--- config.mk ---
export PLATFORM = sky130hd
export DESIGN_NAME = mem_arbiter
export DESIGN_NICKNAME = d
export VERILOG_FILES = /design/src/rtl/mem_arbiter.sv
export SDC_FILE = /design/constraint.sdc
export NUM_CORES = 1
export LEC_CHECK = 0
export ABC_AREA = 1
export BUFFER_PORTS_ARGS = -buffer_cell sky130_fd_sc_hd__buf_4
export CORE_MARGIN = 8
export CORE_UTILIZATION = 45
export CTS_BUF_LIST = sky130_fd_sc_hd__clkbuf_2 sky130_fd_sc_hd__clkbuf_4 sky130_fd_sc_hd__clkbuf_8
export CTS_CLUSTER_DIAMETER = 200
export DETAILED_ROUTE_END_ITERATION = 10
export GPL_ROUTABILITY_DRIVEN = 0
export PLACE_DENSITY_LB_ADDON = 0.12
export SETUP_SLACK_MARGIN = 0.15
export SLEW_MARGIN = 20
export SYNTH_ARGS = -nofsm -noshare
export SYNTH_HDL_FRONTEND = slang
export SYNTH_SLANG_ARGS = --single-unit
--- constraint.sdc ---
create_clock -name clk -period 4.4 [get_ports clk]
set_input_delay 0.88 -clock clk [delete_from_list [all_inputs] [get_ports clk]]
set_output_delay 0.88 -clock clk [all_outputs]
set_load 0.1 [all_outputs]
--- src/rtl/mem_arbiter.sv ---
// Two-port arbiter sharing one MMU data port between instruction fetch (I) and
// the memory stage (D). Define ARB_RR_EN to add I-port starvation relief.
module mem_arbiter #(
    parameter int WIDTH      = 32,
    parameter int STARVE_MAX = 8
) (
    input  logic             clk,
    input  logic             rst,
    input  logic             i_valid,
    input  logic [WIDTH-1:0] i_addr,
    output logic             i_ready,
    output logic [WIDTH-1:0] i_rdata,
    input  logic             d_valid,
    input  logic             d_we,
    input  logic [WIDTH-1:0] d_addr,
    input  logic [WIDTH-1:0] d_wdata,
    input  logic [3:0]       d_byte_en,
    output logic             d_ready,
    output logic [WIDTH-1:0] d_rdata,
    output logic             mem_valid,
    output logic             mem_we,
    output logic [WIDTH-1:0] mem_addr,
    output logic [WIDTH-1:0] mem_w_data,
    output logic [3:0]       mem_byte_en,
    input  logic [WIDTH-1:0] mem_r_data,
    input  logic             mem_ready,
    output logic             busy_d
);

    typedef enum logic [1:0] {IDLE, SERVE_I, SERVE_D} state_t;

    state_t state;
    logic   grant_d;
    logic   grant_i;

`ifdef ARB_RR_EN
    logic [3:0] starve_cnt;
    logic       i_forced;

    // Once D has won STARVE_MAX times in a row with I waiting, I takes the next slot.
    assign i_forced = i_valid && (int'(starve_cnt) >= STARVE_MAX);
    assign grant_d  = d_valid && !i_forced;

    always_ff @(posedge clk or negedge rst) begin
        if (!rst) begin
            starve_cnt <= '0;
        end else if (state == IDLE) begin
            if (grant_d && i_valid && starve_cnt != 4'hF)
                starve_cnt <= starve_cnt + 4'd1;
            else if (grant_i)
                starve_cnt <= '0;
        end
    end
`else
    assign grant_d = d_valid;
`endif

    assign grant_i = i_valid && !grant_d;

    always_ff @(posedge clk or negedge rst) begin
        if (!rst) begin
            state       <= IDLE;
            mem_valid   <= 1'b0;
            mem_we      <= 1'b0;
            mem_addr    <= '0;
            mem_w_data  <= '0;
            mem_byte_en <= '0;
            busy_d      <= 1'b0;
        end else begin
            case (state)
                IDLE: begin
                    if (grant_d) begin
                        state       <= SERVE_D;
                        mem_valid   <= 1'b1;
                        mem_we      <= d_we;
                        mem_addr    <= d_addr;
                        mem_w_data  <= d_wdata;
                        mem_byte_en <= d_byte_en;
                        busy_d      <= 1'b1;
                    end else if (grant_i) begin
                        state       <= SERVE_I;
                        mem_valid   <= 1'b1;
                        mem_we      <= 1'b0;
                        mem_addr    <= i_addr;
                        mem_w_data  <= '0;
                        mem_byte_en <= '0;
                        busy_d      <= 1'b0;
                    end
                end
                SERVE_I, SERVE_D: begin
                    // Request fields stay frozen until the MMU completes.
                    if (mem_ready) begin
                        state       <= IDLE;
                        mem_valid   <= 1'b0;
                        mem_we      <= 1'b0;
                        mem_addr    <= '0;
                        mem_w_data  <= '0;
                        mem_byte_en <= '0;
                        busy_d      <= 1'b0;
                    end
                end
                default: state <= IDLE;
            endcase
        end
    end

    // Completion is routed back in the same cycle the MMU reports it.
    assign i_ready = (state == SERVE_I) && mem_ready;
    assign d_ready = (state == SERVE_D) && mem_ready;
    assign i_rdata = i_ready ? mem_r_data : '0;
    assign d_rdata = d_ready ? mem_r_data : '0;

endmodule
# Word-level counts from Yosys, hierarchy flattened

Index checks and enable logic that the tools add are counted.

Muxes and demuxes: 26
Reduce and logical (&&, ||, !) cells: 9
Equality and inequality tests: 4

Operators with widths:

| kind                                                             | count |
|---|---|
| 32-bit 2-to-1 mux                                                | 7 |
| 32-bit one-hot mux with 2 select lines                           | 2 |
| 4-bit 2-to-1 mux                                                 | 3 |
| 4-bit one-hot mux with 2 select lines                            | 1 |
| 1-bit 2-to-1 mux                                                 | 6 |
| 2-bit 2-to-1 mux                                                 | 3 |
| 1-bit one-hot mux with 2 select lines                            | 3 |
| 2-bit one-hot mux with 2 select lines                            | 1 |
| 1-bit logical AND                                                | 3 |
| 3-bit inequality test (second input constant)                    | 1 |
| 3-bit AND reduction                                              | 1 |
| 2-bit by 1-bit == test with 1-bit output (second input constant) | 1 |
| 2-bit == test (second input constant)                            | 1 |
| 2-bit zero test                                                  | 1 |
| 2-bit inequality test (second input constant)                    | 1 |
| 2-bit AND reduction                                              | 1 |
| 2-bit nonzero test                                               | 1 |
| 2-bit OR reduction                                               | 1 |
| 1-bit zero test                                                  | 1 |

Output and inout bits: 137
Word-level logic and storage cells: 46
Flip-flop bits (word level): 73

# Longest topological paths before layout

Gate-level depths: netlist of the first run.

Word-level depth: 5
Gate-level depth with buffers: 8

# Least setup slack after synthesis of the first run

OpenSTA, ideal clock, no wires.

Path type: input to output
Start: input mem_ready
End: output i_rdata[22]
Cell stages on the path: 3
Data required time: 3.520 ns
Slack: 1.066 ns
Arrival time: 2.454 ns
Buffers on the path: 1
Cell sequence: nand2_1 > clkbuf_1 > nor2_1

Word-level cells in the longest chain between the ends: 2

RTL lines:

| element           | line | text |
|---|---|---|
| start, declared   | 26   | `input logic mem_ready,` |
| 1-bit logical AND | 108  | `assign i_ready = (state == SERVE_I) && mem_ready;` |
| 32-bit 2-to-1 mux | 110  | `assign i_rdata = i_ready ? mem_r_data : '0;` |
| end, declared     | 12   | `output logic [WIDTH-1:0] i_rdata,` |

Every way passes these cells.

# Worst setup path in the final report of the first run

Start: input mem_ready
End: output i_rdata[6]

Same word-level chain as after synthesis.

==> results of run 1 <==
placed cells by master (no fill, tap or decap), types with 2 or more instances in the layout:
master,netlist,final
sky130_fd_sc_hd__nor2_1,67,66
sky130_fd_sc_hd__bufinv_16,0,2
sky130_fd_sc_hd__inv_2,3,3
sky130_fd_sc_hd__nand3_1,69,69
sky130_fd_sc_hd__clkbuf_8,0,9
sky130_fd_sc_hd__inv_1,37,37
sky130_fd_sc_hd__dfrtp_1,73,73
sky130_fd_sc_hd__ha_1,3,3
sky130_fd_sc_hd__buf_4,0,277
sky130_fd_sc_hd__nand2_1,251,251
area by class of cell:
class / instances / area share
inverters: 40 / 0.02494
well taps: 105 / 0.02182
repair buffers: 277 / 0.3455
multi-input cells: 393 / 0.2675
clock inverters: 6 / 0.01497
flip-flops and latches: 73 / 0.3035
clock buffers: 10 / 0.02182
how the worst max path moves through the flow:
stage               cells after the start          end       from  slack [ns]
floorplan                               3  i_rdata[22]  mem_ready        1.07
global placement                        4  i_rdata[14]  mem_ready        1.39
detailed placement                      4   d_rdata[0]  mem_ready        1.31
CTS                                     5   d_rdata[0]   state[0]        1.29
global route                            5   i_rdata[6]   state[1]        1.10
finish                                  4   i_rdata[6]  mem_ready        1.24
worst max-delay path: cells and delay by family:
family,cells,cell delay [ns]
and+or+nand+nor,2,0.94
buffers and inverters,2,0.44
sequential cells by signal (all words and copies together) (netlist names):
name,cells
mem_addr,32
mem_w_data,32
mem_byte_en,4
state,2
busy_d,1
mem_valid,1
mem_we,1
synthesized netlist by cell type:
library cell / n / area [µm²]
sky130_fd_sc_hd__inv_2: 3 / 11.26
sky130_fd_sc_hd__buf_1: 3 / 11.26
sky130_fd_sc_hd__nor2_1: 67 / 251.5
sky130_fd_sc_hd__nand2_2: 1 / 6.260
sky130_fd_sc_hd__buf_2: 18 / 90.09
sky130_fd_sc_hd__or2_1: 1 / 6.260
sky130_fd_sc_hd__inv_1: 37 / 138.9
sky130_fd_sc_hd__dfrtp_1: 73 / 1827
sky130_fd_sc_hd__nand3_1: 69 / 345.3
sky130_fd_sc_hd__clkbuf_1: 11 / 41.29
sky130_fd_sc_hd__o21ai_2: 1 / 8.760
sky130_fd_sc_hd__ha_1: 3 / 37.54
sky130_fd_sc_hd__nand2_1: 251 / 942.2
cells by family (layout without fill, tap and decap cells):
logic type,after synthesis,count (layout),share of synthesized area
AOI/OAI and AO/OA,1,1,0.002357
DFF,73,73,0.4914
buffers and inverters,72,333,0.07876
adders and majority gates,3,3,0.01010
and+or+nand+nor,389,389,0.4174
stage by stage:
step	hold slack, ns	area [µm²]
finish	0.4759	6020
global route	0.4971	6020
CTS	0.4798	6010
detailed placement	0.4595	5788
global placement	0.4559	5788
floorplan	0.4667	3717
routing by layer:
layer / share of wire / vias to the layer above
met4: 0.025 / 0
met2: 0.52 / 185
li1: - / 2140
met3: 0.080 / 24
met1: 0.37 / 1941
met5: 0 / -
==> impl_summary.txt, run 1 <==
----------------------------------------------------
[STA]
  Final TNS setup ... 0 ns
  Tightest Pin Transition ... 1.044 ns
  Clock tree skew after final layout ... 0.01322 ns
  Count of final hold-check violations ... 0
  Number of failing setup endpoints in the final timing report ... 0
  Final critical-path setup slack ... 1.245 ns
  Unrepaired setup endpoints after global routing ... no
  Maximum clock rate ... 0.3169 GHz
  Post-layout min period ... 3.155 ns
  Number of max-slew violations in the final report ... 0
  Worst slew slack as a fraction of its limit ... 0.3025
  Final clock period utilization by the worst path ... 0.7171

[Synthesis]
  Yosys synthesis warning count ... 0
  Share of synthesized area occupied by flip-flops and latches ... 0.4914
  Average instance area after synthesis ... 6.910 µm²
  Netlist Area Pre-Place ... 3717 µm²
  Cell variety after synth ... 13
  Total nets after synthesis ... 679
  Synthesized instance count ... 538
  Register bit total from synthesis ... 73

[Global routing]
  Remaining global-route overflow ... 0
  First-pass GRT wire length ... 21.89 mm
  Pin count of the biggest net entering global routing ... 74
  Met2 track demand over resource in global routing ... 0.4298
  Most used routing layer ... met2
  Met1 routing resource usage after global routing ... 0.2535
  GRT Overall Usage ... 0.2396
  Antenna violations before repair ... 0
  M3 GR Usage ... 0.07499
  Via count of the first global-routing pass ... 4236

[Clock network]
  Clock transition at the registers of the reported paths ... 0.08 ns
  Number of H-tree levels ... 3
  Number of buffers inserted by hold repair at cts ... 0
  Number of sinks driven by the clock tree ... 73
  Clock buffer count from CTS ... 9
  CTS tree ... done
  Max Root-Sink Buffers ... 2
  Number of cells upsized or downsized after cts ... 0
  Worst-Skew Late Latency ... 0.34 ns
  Post-CTS Repair Setup Buffers ... 0
  Clk root buf ... sky130_fd_sc_hd__clkbuf_8

[Worst setup path]
  Reg2Reg Depth ... 7
  Critical path type ... in -> out
  Reg2reg setup slack ... 2.09 ns
  Worst R2R End ... mem_we
  Crit-path max FO ... 33
  Cell with the most instances on the worst path ... sky130_fd_sc_hd__buf_4
  Crit path arrival time ... 2.28 ns
  Startpoint of the lowest-slack register-to-register path ... state[0]
  Type of element capturing the critical path ... primary output
  Critical path, cell by cell ... buf_4 -> nand2_1 -> nor2_1 -> buf_4
  CP max stage cell ... sky130_fd_sc_hd__nand2_1
  CP startpoint kind ... input port
  Required @ worst endpoint ... 3.52 ns
  Biggest cell delay along the critical path ... 0.57 ns

[Routing]
  Antenna-violating nets left ... 0
  First drt pass iteration count ... 4
  Number of DRC violations after detailed-routing iteration 0 ... 160
  Average wire per cell in the routed design ... 15.87 µm
  Sum of routed wire length over all layers ... 14.34 mm
  Via-per-instance ratio ... 4.746
  Total number of vias ... 4290
  Drt drc ... 0

[Final layout]
  Post-Layout Cell Count ... 904
  Storage cell area ... 1827 µm²
  Core utilization of the finished layout ... 0.7438
  Share of layout cells above drive strength 1 ... 0.3742
  Inserted Diodes ... 0
  Filler Cells Inserted ... 631
  P&R area growth vs syn ... 61.93%
  Combined area of the multi-input logic cells ... 1610 µm²
  Nets@finish ... 935

[Hold path]
  Number of cells traversed by the worst hold path ... 2
  Hold path endpoint ... mem_byte_en[1]
  Hold Startpoint ... mem_byte_en[1]
  Worst hold path class ... reg -> reg

[Die]
  Std-Cell Rows ... 33
  Die H ... 106.9 µm
  Initial Util ... 0.4593
  DIE WIDTH ... 106.9 µm
  Die Footprint ... 11430 µm²
  Number of I/O pins ... 275
  Core area ... 8093 µm²

[Place]
  Count of buffers inserted at the top-level ports ... 274
  Placed Cells ... 888
  DP Worst Slack ... 1.310 ns
  Detailed-placement wirelength estimate ... 11.15 mm

[Run status]
  Result of the run ... complete, no violations

[Flow run]
  Max-cap viol count ... 0

----------------------------------------------------
Power of run 1 is left out: the tool's default activity adds up to more than one toggle a clock period on the data nets, which glitch-free logic cannot reach.
==> run 2, diff against run 1 <==
Settings changed: ABC_AREA 1 to 0, CORE_UTILIZATION 45 to 39.
Clock period 4.4 ns to 2.55 ns, I/O delays scaled along.
==> impl_summary.txt, run 2 <==
----------------------------------------------------
[Synthesis]
  Compound-Gate Fraction of Synth Area ... 0.05950
  Dominant combinational cell family by area after synthesis ... simple AND/OR/NAND/NOR gates
  Adder and majority gate portion of the synthesized area ... 0.009014
  Cell variety after synth ... 22
  Area share of the leading cell type in the synthesized netlist ... 0.4387
  Main flop type after synthesis ... sky130_fd_sc_hd__dfrtp_1
  Mux cell area share after synthesis ... 0.1923
  Total nets after synthesis ... 549
  Largest cells by area after synthesis ... sky130_fd_sc_hd__dfrtp_1 (44%), sky130_fd_sc_hd__mux2_4 (12%), sky130_fd_sc_hd__and3_1 (9.6%)
  Share of synthesized area occupied by flip-flops and latches ... 0.4387
  Async set or reset register ratio after synthesis ... 1.000
  Number of enable-type register cells in the synthesized netlist ... 0
  Synthesized instance count ... 408
  Yosys synthesis warning count ... 0
  Dominant cell by count in the synthesized netlist ... sky130_fd_sc_hd__dfrtp_1
  Leading area contributor after synthesis ... sky130_fd_sc_hd__dfrtp_1
  Ranking of synthesized cells by instance count ... sky130_fd_sc_hd__dfrtp_1 (73), sky130_fd_sc_hd__and3_1 (64), sky130_fd_sc_hd__inv_1 (41)
  XOR/XNOR share of the synthesized area ... 0
  Average instance area after synthesis ... 10.21 µm²
  Simple-gate area share of the yosys netlist ... 0.2133
  Netlist Area Pre-Place ... 4164 µm²
  Register bit total from synthesis ... 73

[Routing]
  Average wire per cell in the routed design ... 18.00 µm
  Antenna-violating nets left ... 0
  Drt drc ... 0
  Via-per-instance ratio ... 4.883
  First drt pass iteration count ... 4
  Sum of routed wire length over all layers ... 14.47 mm
  Total number of vias ... 3926
  Number of DRC violations after detailed-routing iteration 0 ... 211

[Clock network]
  Worst-Skew Late Latency ... 0.36 ns
  Clk root buf ... sky130_fd_sc_hd__clkbuf_8
  Post-CTS Repair Setup Buffers ... 0
  Number of buffers inserted by hold repair at cts ... 0
  CTS tree ... done
  Max Root-Sink Buffers ... 2
  Number of H-tree levels ... 3
  Clock buffer count from CTS ... 9
  Number of cells upsized or downsized after cts ... 0
  Number of sinks driven by the clock tree ... 73
  Clock transition at the registers of the reported paths ... 0.09 ns

[Die]
  Initial Util ... 0.4015
  DIE WIDTH ... 119.3 µm
  Number of I/O pins ... 275
  Die Footprint ... 14240 µm²
  Std-Cell Rows ... 37
  Core area ... 10370 µm²
  Die H ... 119.3 µm

[Final layout]
  Combined area of the multi-input logic cells ... 1986 µm²
  Commonest non-fill, non-tap cells in the layout ... sky130_fd_sc_hd__buf_4 (285), sky130_fd_sc_hd__dfrtp_1 (73), sky130_fd_sc_hd__and3_1 (64)
  Nets@finish ... 804
  P&R area growth vs syn ... 55.68%
  Share of layout cells above drive strength 1 ... 0.5045
  Leading cell type in the layout, fill and taps excluded ... sky130_fd_sc_hd__buf_4
  Filler Cells Inserted ... 893
  Storage cell area ... 1827 µm²
  Registers with the highest flip-flop counts ... mem_addr x32, mem_w_data x32, mem_byte_en x4
  Inserted Diodes ... 0

[Worst setup path]
  CP startpoint kind ... flop
  Crit path arrival time ... 1.76 ns
  Biggest cell delay along the critical path ... 0.40 ns
  Cell with the most instances on the worst path ... sky130_fd_sc_hd__buf_4
  Critical path type ... reg -> out
  Reg2reg setup slack ... 0.47 ns
  CP max stage cell ... sky130_fd_sc_hd__dfrtp_1
  Type of element capturing the critical path ... primary output
  Crit-path max FO ... 33
  Required @ worst endpoint ... 2.04 ns
  Critical path, cell by cell ... inv_1 -> ha_1 -> buf_4 -> and3_1 -> buf_4
  Kind of cell adding the most delay to the critical path ... buffers and inverters
  Combined buffer and inverter count along the critical path ... 3

[Global routing]
  GRT Overall Usage ... 0.1956
  First-pass GRT wire length ... 22.68 mm
  Remaining global-route overflow ... 0
  Pin count of the biggest net entering global routing ... 74
  Antenna violations before repair ... 0
  Via count of the first global-routing pass ... 4193

[Power]
  Post-layout total power ... 10.15 mW
  Max VDD drop ... 838.9 µV
  Power density cells ... 1566 nW/µm²
  Leak pwr ... 3.618 nW

[STA]
  Maximum clock rate ... 0.4397 GHz
  Hold WS ... 0.2723 ns
  Number of failing setup endpoints in the final timing report ... 0
  Count of final hold-check violations ... 0
  Final TNS setup ... 0 ns
  Worst slew slack as a fraction of its limit ... 0.4021
  Tightest Pin Transition ... 0.8968 ns
  Final clock period utilization by the worst path ... 0.8919
  Number of max-slew violations in the final report ... 0
  Unrepaired setup endpoints after global routing ... no
  Post-layout min period ... 2.274 ns
  Clock tree skew after final layout ... 0.008180 ns
  Final critical-path setup slack ... 0.2757 ns

[Place]
  Detailed-placement wirelength estimate ... 11.00 mm
  Count of buffers inserted at the top-level ports ... 274
  DP Worst Slack ... 0.4334 ns

[Hold path]
  Worst hold path class ... in -> async

[Run status]
  Result of the run ... complete, no violations

[Flow run]
  Max-cap viol count ... 0

----------------------------------------------------
-- run 2: power by group --
group          leakage [nW]  internal (mW)  switching, mW  total [mW]
Sequential            0.947           1.59          0.257        1.85
Combinational          2.58           2.07           5.36        7.43
Clock                0.0863          0.373          0.502       0.875
-- run 2: stage by stage --
stage          cell area, µm²  instances    util
6_report                 6482        804  0.6251
5_1_grt                  6482        804  0.6251
4_1_cts                  6482        804  0.6251
3_5_place_dp             6296        788  0.6071
3_3_place_gp             6296        788  0.6071
2_1_floorplan            4164        408       -
-- run 2: logic make-up (layout without fill, tap and decap cells) --
| family | after synthesis | after routing |
|---|---|---|
| buffers and inverters | 83 | 343 |
| and+or+nand+nor | 139 | 139 |
| adders and majority gates | 3 | 3 |
| AOI/OAI and AO/OA | 46 | 46 |
| muxes | 64 | 64 |
| DFF | 73 | 73 |
-- run 2: final timing paths --
| check | start | endpoint | depth (start not counted) |
|---|---|---|---|
| min reg2reg | mem_valid | mem_valid | 1 |
| min | rst | mem_w_data[14] | 1 |
| max | state[0] | d_rdata[19] | 5 |
| max in group asynchronous | rst | mem_addr[13] | 1 |
| max reg2reg | state[1] | mem_addr[0] | 6 |
| min in group clk | d_wdata[0] | mem_w_data[0] | 3 |
-- run 2: layer usage --
| metal | GRT usage | wire [µm] |
|---|---|---|
| met1 | 0.2353 | 5925 |
| met5 | 0 | 0 |
| met3 | 0.07274 | 1353 |
| met2 | 0.3151 | 6890 |
| met4 | 0.06948 | 304 |
-- run 2: area by class of cell --
cell class | instances | area share
timing repair buffer | 286 | 0.3331
multi-input combinational | 252 | 0.3063
sequential | 73 | 0.2818
tap | 136 | 0.02625
inverter | 41 | 0.02374
clock buffer | 9 | 0.01911
clock inverter | 7 | 0.009651
-- run 2: worst reg2reg max path: cells and delay by family, from the launching register on --
kind	cells	cell delay [ns]
compound gates	1	0.41
fa+ha+maj	1	0.30
buf+inv	2	0.34
flops	1	0.41
mux	1	0.32
simple gates	1	0.18
No activity file was read; power rests on OpenSTA's default activity.
